`config.mk`:
```
export PLATFORM = sky130hd
export DESIGN_NAME = keccak_arbiter
export DESIGN_NICKNAME = d
export VERILOG_FILES = /design/src/rtl/keccak_arbiter.sv
export SDC_FILE = /design/constraint.sdc
export NUM_CORES = 1
export LEC_CHECK = 0
export CAP_MARGIN = 20
export CORE_AREA = 2 2 449 451
export CTS_CLUSTER_SIZE = 28
export DETAILED_ROUTE_END_ITERATION = 6
export DIE_AREA = 0 0 451 453
export PLACE_DENSITY = 0.39
export REMOVE_ABC_BUFFERS = 1
export SYNTH_ARGS = -nofsm -noshare
export SYNTH_HDL_FRONTEND = slang
export SYNTH_SLANG_ARGS = --single-unit
```
`constraint.sdc`:
```
create_clock -name clk -period 40 [get_ports clk]
set_input_delay 8 -clock clk [delete_from_list [all_inputs] [get_ports clk]]
set_output_delay 8 -clock clk [all_outputs]
set_load 0.005 [all_outputs]
```
`src/rtl/keccak_arbiter.sv`:
```
// keccak_arbiter: round-robin scheduler that lends a single keccak core to one
// of two requesters per message. It pulses the core reset before each message,
// forwards the owner's word stream with backpressure, and returns the digest
// to the owner with a one-cycle done pulse.
module keccak_arbiter (
    input  logic         clk,
    input  logic         reset,
    input  logic [1:0]   req,
    input  logic [63:0]  req_in,
    input  logic [1:0]   req_in_ready,
    input  logic [1:0]   req_is_last,
    input  logic [3:0]   req_byte_num,
    output logic [1:0]   grant,
    output logic [1:0]   req_buffer_full,
    output logic [1:0]   done,
    output logic [511:0] digest,
    output logic         core_reset,
    output logic [31:0]  core_in,
    output logic         core_in_ready,
    output logic         core_is_last,
    output logic [1:0]   core_byte_num,
    input  logic         core_buffer_full,
    input  logic [511:0] core_out,
    input  logic         core_out_ready
);

    typedef enum logic [2:0] {
        S_IDLE = 3'd0,
        S_CRST = 3'd1,
        S_FEED = 3'd2,
        S_WAIT = 3'd3,
        S_DONE = 3'd4
    } state_t;

    state_t         state_q, state_d;
    logic [1:0]     grant_q, grant_d;
    logic [1:0]     done_q, done_d;
    logic           last_grant_q, last_grant_d;
    logic [511:0]   digest_q, digest_d;

    // Owner index; grant is one-hot whenever it matters, so bit 1 selects.
    logic           owner;
    logic [31:0]    own_in;
    logic           own_ready;
    logic           own_last;
    logic [1:0]     own_bn;
    logic           word_accept;

    assign owner = grant_q[1];

    // Select the owner's word-stream signals; pure mux, no added latency.
    always_comb begin
        own_in    = owner ? req_in[63:32]      : req_in[31:0];
        own_ready = owner ? req_in_ready[1]    : req_in_ready[0];
        own_last  = owner ? req_is_last[1]     : req_is_last[0];
        own_bn    = owner ? req_byte_num[3:2]  : req_byte_num[1:0];
    end

    assign word_accept = (state_q == S_FEED) && own_ready && !core_buffer_full;

    // Next-state, grant arbitration, done pulse and digest capture.
    always_comb begin
        state_d      = state_q;
        grant_d      = grant_q;
        last_grant_d = last_grant_q;
        digest_d     = digest_q;
        done_d       = 2'b00;
        case (state_q)
            S_IDLE: begin
                if (req != 2'b00) begin
                    // On a tie the requester that did not win last time goes.
                    if (req == 2'b11) begin
                        last_grant_d = ~last_grant_q;
                    end else begin
                        last_grant_d = req[1];
                    end
                    grant_d = last_grant_d ? 2'b10 : 2'b01;
                    state_d = S_CRST;
                end
            end
            S_CRST: begin
                state_d = S_FEED;
            end
            S_FEED: begin
                if (word_accept && own_last) begin
                    state_d = S_WAIT;
                end
            end
            S_WAIT: begin
                if (core_out_ready) begin
                    digest_d = core_out;
                    done_d   = grant_q;
                    state_d  = S_DONE;
                end
            end
            S_DONE: begin
                grant_d = 2'b00;
                state_d = S_IDLE;
            end
            default: begin
                grant_d = 2'b00;
                state_d = S_IDLE;
            end
        endcase
    end

    // State and registered outputs; reset discards any message in flight.
    always_ff @(posedge clk or posedge reset) begin
        if (reset) begin
            state_q      <= S_IDLE;
            grant_q      <= 2'b00;
            last_grant_q <= 1'b1;
            done_q       <= 2'b00;
            digest_q     <= '0;
        end else begin
            state_q      <= state_d;
            grant_q      <= grant_d;
            last_grant_q <= last_grant_d;
            done_q       <= done_d;
            digest_q     <= digest_d;
        end
    end

    // Core pins and per-requester backpressure; only the owner in FEED sees the core.
    always_comb begin
        core_reset      = reset | (state_q == S_CRST);
        core_in         = 32'd0;
        core_in_ready   = 1'b0;
        core_is_last    = 1'b0;
        core_byte_num   = 2'd0;
        req_buffer_full = 2'b11;
        if (state_q == S_FEED) begin
            core_in       = own_in;
            core_in_ready = own_ready;
            core_is_last  = own_last;
            core_byte_num = own_bn;
            if (owner) begin
                req_buffer_full = {core_buffer_full, 1'b1};
            end else begin
                req_buffer_full = {1'b1, core_buffer_full};
            end
        end
    end

    assign grant  = grant_q;
    assign done   = done_q;
    assign digest = digest_q;

endmodule
```
==> impl_results.md, run 1 <==
- Worst slew pin tran: 1.070 ns
- Top cell type's share of synthesized area: 0.6446
- Drt drc: 0
- Mux contribution to synthesized area: 0.01788
- Distinct cells, synth: 29
- Gpl congestion: 0.8356
- #FFs+latches synth: 520
- IO Port Bufs: 1144
- Routed met2 length: 56.75 mm
- Initial antenna violation count: 27
- Post-route minimum period: 17.67 ns
- TritonCTS clock tree: done
- Mapped cell area: 0.02015 sq mm
- Met3 wire length: 9.787 mm
- CTS Hold Buffers Added: 0
- Chip width: 451 um
- Vias in the first global route: 19869
- Crit end category: output pin
- Int Pwr: 1738 uW
- Compound-Gate Fraction of Synth Area: 0.002857
- Fin Setup TNS: 0 ns
- TritonCTS buffer count: 73
- RSZ-0062 raised after global routing: false
- Mapped Cells: 2283
- Worst slack on hold paths: 0.4687 ns
- I/O Pins: 1145
- Critical path, cell by cell: clkdlybuf4s50_1, mux2i_1, nor2_1, clkdlybuf4s50_1
- Area occupied by multi-input gates: 0.006452 sq mm
- H-Tree Depth: 3
- Final ANT Viol Nets: 0
- Initial Util: 0.1011
- Fin. max-slew vios: 0
- Largest net degree at the start of global routing: 175
- TritonRoute pass-1 iters: 5
- Synth top area cells: dfrtp_1, nand2_1, mux2i_1, buf_4, buf_2
- Final hold viol count: 0
- Largest area contributor in the netlist: dfrtp_1
- Ys flop type: dfrtp_1
- Layout Area Growth over Synthesis: 83.56%
- Worst vdd ir: 0.03246 mV
- CP required: 32.00 ns
- Worst path arrival time: 9.67 ns
- Core area: 0.1992 sq mm
- FP Rows: 164
- Die ar.: 0.2043 sq mm
- Clock sink total: 520
- Crit path top cell by count: clkdlybuf4s50_1
- Hpwl dp: 94.08 mm
- Root buffer cell: clkbuf_16
- WL final: 120.5 mm
- Synth Area in Simple Gates: 0.2995
- Filler Cell Count: 22165
- Sequential share of the synthesized area: 0.6459
- Largest family of logic cells by synthesized area: simple AND/OR/NAND/NOR gates
- Vias/cell: 3.149
- Crit path max-delay cell type: clkdlybuf4s50_1
- Top-count cell post-synth: nand2_1
- Warnings from Yosys: 0
- All-Layer GR Usage: 0.1142
- Post_cts resized: 0
- Final #Nets: 3991
- Comb power frac: 0.402
- Final instance area: 0.03698 sq mm
- Clock skew: 0.05157 ns
- Leak: 0.01689 uW
- Max-cap violations: 0
- Final core utilization: 0.1856
- EDFF count, synth: 0
- Placed cell areas: 0.03445 sq mm
- CP max FO: 2
- Switching Share: 0.3474
- Global-route wire length before repair: 164.8 mm
- Crit Path Category: input pin to output pin
- M1 WL: 51.72 mm
- Iter 0 DRT Violations: 1169
- Fmax: 56.58 MHz
- Max layer used: met4
- Clk_lat worst skew: 0.69 ns
- Synth Area in Adders: 0
- Commonest cells post-synth: nand2_1, dfrtp_1, buf_2, clkbuf_1, nor2_1
- Fin crit share: 0.4418
- DR WL/cell: 19.68 um
- Min-Delay Path Class: flip-flop to flip-flop
- Switch Pwr: 924.9 uW
- Die Y: 453 um
- CTS clk-pin slew, worst paths: 0.05 ns
- CP Launch Type: input pin
- Fraction of layout cells with a size suffix above 1: 0.04196
- Postcts setup bufs: 0
- Endpoints failing setup: 0
- Pwr dens: 71.99 mW/mm^2
- FF/Latch Area: 0.01302 sq mm
- Syn avg cell area: 8.825 sq um
- Async SR Flop Fraction: 1.000
- Total gr overflow: 0
- Via count: 19286
- Rel. slew slack: 0.2868
- CTS max path bufs: 3
- Flop pwr share: 0.342
- Clk pwr share: 0.257
- Xor-xnor portion of the synthesized cell area: 0
- CP peak stage delay: 0.66 ns
- Outcome: finished, final reports clean
stage by stage:
| stage | setup WS [ns] | power, uW | std cells |
|---|---|---|---|
| after floorplan | 11.86 | 1227 | 2159 |
| after global placement | 22.19 | 2010 | 5982 |
| after detailed placement | 22.20 | 2011 | 5982 |
| after CTS | 22.20 | 2729 | 6112 |
| after global routing | 22.25 | 2850 | 6121 |
| final | 22.33 | 2662 | 6124 |
cell type report:
class                   count  share of cell area
repair buffers           1167              0.3146
diodes                     12           0.0008120
inverters                   2           0.0006090
clock inverters            24             0.01005
flip-flops and latches    520              0.3519
well taps                2656             0.08986
multi-input cells        1637              0.1745
clock buffers             106             0.05765
logic make-up (layout without fill, tap and decap cells):
logic type             count (synthesis)  after routing
AOI/OAI and AO/OA                      8              8
buffers and inverters                126           1299
DFF                                  520            520
muxes                                 36             36
other                                  0             12
and+or+nand+nor                     1593           1593
power groups by stage:
stage          Combinational, uW  Sequential (uW)  Clock (uW)
2_1_floorplan                315              912           0
3_3_place_gp                1100              912           0
3_5_place_dp                1100              916           0
4_1_cts                     1100              913         714
5_1_grt                     1180              940         733
6_report                    1070              910         684
critical path: cells and delay by family:
kind,cells,cell delay [ns]
muxes,1,0.12
buffers and inverters,2,1.14
and+or+nand+nor,1,0.41
layout by cell type, fill, tap and decap left out:
master,instances
dfstp_2,1
clkinv_16,4
nor2b_1,1
a2bb2oi_1,2
nand4b_4,1
nor3_1,1
buf_4,22
o21ai_0,2
and2_1,2
inv_6,2
o31ai_1,1
and3_1,1
dfrtp_2,1
a32oi_1,1
inv_16,2
clkdlybuf4s50_1,1144
nor2_1,40
clkinv_4,1
o2bb2ai_1,1
bufinv_16,4
nand3_1,1
clkbuf_1,16
nand2b_1,1
clkbuf_16,74
clkbuf_8,16
buf_12,1
or3_1,1
or2_2,1
or3b_2,2
clkinv_2,7
inv_8,2
mux2i_1,36
dfrtp_1,518
diode_2,12
clkinvlp_4,4
nand2_1,1540
o21ai_1,1
or3b_1,1
per-layer routing:
layer  vias to the layer above  global-route usage
met5                         -                   0
met4                         0             0.03073
met3                       142             0.04030
met2                       690              0.1827
met1                      9310              0.1449
li1                       9144                   -
path summary, 6_finish.rpt:
check	startpoint	end	slack (ns)	cells after the start
min in group asynchronous	reset	digest[125]$_DFFE_PP0P_	7.76	2
worst max-delay path	req_is_last[0]	core_is_last	22.33	4
worst min-delay path	digest[499]$_DFFE_PP0P_	digest[499]$_DFFE_PP0P_	0.47	2
max in group asynchronous	reset	digest[440]$_DFFE_PP0P_	29.37	5
worst min register to register	digest[499]$_DFFE_PP0P_	digest[499]$_DFFE_PP0P_	0.47	2
worst max register to register	state_q[2]$_DFFE_PP0P_	digest[94]$_DFFE_PP0P_	35.36	7
sequential cells by signal (all words and copies together) (netlist names):
signal and count:
done 2, grant 2, digest 512, state_q 3, last_grant_q 1
(Power assumes the default switching activity.)
==> run 2, diff against run 1 <==
Settings changed: CORE_AREA 2 2 449 451 to 2 2 452 454, DIE_AREA 0 0 451 453 to 0 0 454 456, PLACE_DENSITY 0.39 to 0.38.
Clock period 40 ns to 16.3 ns, I/O delays scaled along.
==> run 2 against run 1 <==
Effect of this change: clock power rose by 140%; non-clock buffer count shrank 4; combinational power increased to 2.5 times the previous value; worst setup slack got worse by 14 ns; flip-flop and latch count unchanged; sequential power is 150% higher; clock skew shrank 0.027 ns; via count down 0.56%; hold slack is essentially flat; critical path depth unchanged; die area up 1.3%.
==> impl_results.md, run 2 (synthesis gave the netlist of run 1 again) <==
- Outcome: finished, final reports clean
- Commonest non-fill, non-tap cells in the layout: nand2_1, clkdlybuf4s50_1, dfrtp_1, clkbuf_16, nor2_1
- Worst slack, placed: 8.106 ns (-14.09 ns)
- Fraction of layout cells with a size suffix above 1: 0.04200 (+0.00004862)
- WL final: 128.8 mm (+6.9%)
- Clock skew: 0.02452 ns (-0.02705 ns)
- CP Launch Type: input pin
- Worst slew pin tran: 1.059 ns (-0.01098 ns)
- CP peak stage delay: 0.53 ns (-0.13 ns)
- R2R setup slack: 12.06 ns (-23.30 ns)
- HP Start: digest[441]$_DFFE_PP0P_
- Die Y: 456 um (+0.66%)
- Initial antenna violation count: 39 (+44%)
- IO Port Bufs: 1144 (unchanged)
- Fmax: 123.4 MHz
- Max-cap violations: 0 (unchanged)
- TritonRoute pass-1 iters: 5 (unchanged)
- Post-route insts no fill: 6138 (+0.23%)
- Vias in the first global route: 19854 (-0.075%)
- Final core utilization: 0.1830 (-0.002643)
- Root buffer cell: clkbuf_16
- Commonest non-fill, non-tap cell in the layout: nand2_1
- Final #Nets: 3988 (-0.075%)
- Comb power frac: 0.413 (+0.011)
- Endpoints failing setup: 0 (unchanged)
- Die ar.: 0.2070 sq mm (+1.3%)
- Clk_lat worst skew: 0.68 ns (about the same)
- Clk pwr share: 0.246 (-0.011)
- H-Tree Depth: 3 (unchanged)
- Reg2reg start: state_q[2]$_DFFE_PP0P_
- Fin. max-slew vios: 0 (unchanged)
- Final ANT Viol Nets: 0 (unchanged)
- Initial Util: 0.09989 (-0.001230)
- CTS clk-pin slew, worst paths: 0.05 ns (about the same)
- Switch Pwr: 2384 uW (+160%)
- Int Pwr: 4217 uW (+140%)
- Iter 0 DRT Violations: 1329 (+14%)
- Crit path buf inv count: 3 (+1)
- CTS max path bufs: 3 (unchanged)
- TritonCTS buffer count: 74 (+1.4%)
- Post_cts resized: 0 (unchanged)
- Final hold viol count: 0 (unchanged)
- Worst path arrival time: 4.85 ns (-4.82 ns)
- Worst setup margin: 8.194 ns (-14.13 ns)
- R2r endpoint: digest[222]$_DFFE_PP0P_
- Global-route wire length before repair: 171.9 mm (+4.3%)
- Layout Area Growth over Synthesis: 83.17%
- Largest net degree at the start of global routing: 168 (-4.0%)
- CP required: 13.04 ns (-18.96 ns)
- I/O Pins: 1145 (unchanged)
- R2R cell count: 6 (-1)
- Post-route minimum period: 8.106 ns
- Clock sink total: 520 (unchanged)
- CP max FO: 45 (+43)
- Gpl congestion: 0.8699 (+4.1%)
- Crit Path Category: input pin to output pin
- Worst hold path depth: 2 (unchanged)
- Core area: 0.2017 sq mm (+1.2%)
- Crit end category: output pin
- RSZ-0062 raised after global routing: false
- All-Layer GR Usage: 0.1211 (+0.006895)
- DR WL/cell: 20.98 um (+6.6%)
- Max reg flops: 512 (unchanged)
- Critical path, cell by cell: clkdlybuf4s50_1, inv_8, o21ai_0, clkdlybuf4s50_1
- Filler Cell Count: 22492 (+1.5%)
- Fin crit share: 0.4973
- Postcts setup bufs: 0 (unchanged)
- Rel. slew slack: 0.2942 (+0.007323)
- Crit path top cell by count: clkdlybuf4s50_1
- Family with the most delay on the worst path: buffers and inverters
- Total gr overflow: 0 (unchanged)
- Worst Hold Endpoint: digest[441]$_DFFE_PP0P_
- Min-Delay Path Class: flip-flop to flip-flop
- CTS Hold Buffers Added: 0 (unchanged)
- Critical path depth in cells: 4 (unchanged)
- FP Rows: 165 (+0.61%)
- TritonCTS clock tree: done
- Via count: 19178 (-0.56%)
- Hpwl dp: 100.8 mm (+7.2%)
- Vias/cell: 3.124 (-0.79%)
- Flop pwr share: 0.342 (about the same)
- Crit path max-delay cell type: clkdlybuf4s50_1
- Cells after DPL: 5993 (+0.18%)
- Chip width: 454 um (+0.67%)
- Switching Share: 0.3612 (+0.01383)
- Drt drc: 0 (unchanged)
- Leak: 0.01685 uW (-0.22%)
- Worst vdd ir: 0.07360 mV (+130%)
- Pwr dens: 178.9 mW/mm^2 (+150%)
==> run 2: power by group through the flow <==
| stage | registers [uW] | logic, uW | clock network (uW) |
|---|---|---|---|
| 6_report | 2250 | 2720 | 1620 |
| 5_1_grt | 2330 | 3010 | 1750 |
| 4_1_cts | 2260 | 2810 | 1710 |
| 3_5_place_dp | 2270 | 2800 | 0 |
| 3_3_place_gp | 2260 | 2810 | 0 |
| 2_1_floorplan | 2240 | 773 | 0 |
==> run 2: layer usage <==
layer  global-route usage  up-vias  wire [um]
li1                     -     9159          -
met2               0.2002      738      61620
met3              0.06300      189      15340
met4              0.04329       16       4069
met1               0.1313     9076      47650
met5                    0        -        103
==> run 2: worst min-delay path, delay by kind of cell, from the launching register on <==
family,cells,cell delay [ns]
simple gates,2,0.10
flops,1,0.33
==> run 2: worst max-delay path by stage <==
stage                   start           end
2_1_floorplan           reset    core_reset
3_3_place_gp   req_is_last[0]  core_is_last
3_5_place_dp   req_is_last[1]  core_is_last
4_1_cts        req_is_last[1]  core_is_last
5_1_grt                 reset    core_reset
6_report                reset    core_reset
==> run 2: metrics by stage <==
step / cell area [sq um] / hold WS, ns / total power [uW] / TNS, ns
floorplan: 19470 / 0.4697 / 3010 / -779.95
global placement: 34470 / 0.4564 / 5067 / 0
detailed placement: 34470 / 0.4608 / 5069 / 0
CTS: 36840 / 0.4743 / 6785 / 0
global route: 36900 / 0.4783 / 7092 / 0
finish: 36910 / 0.4687 / 6601 / 0
==> run 2: cell type report <==
cell class / count / area [sq um] / share of cell area
multi-input combinational: 1637 / 6452 / 0.1748
timing repair buffer: 1163 / 11660 / 0.3160
sequential: 520 / 13020 / 0.3527
inverter: 2 / 22.52 / 0.0006103
tap: 2672 / 3343 / 0.09059
antenna: 14 / 35.03 / 0.0009493
clock buffer: 104 / 2145 / 0.05811
clock inverter: 26 / 229.0 / 0.006204
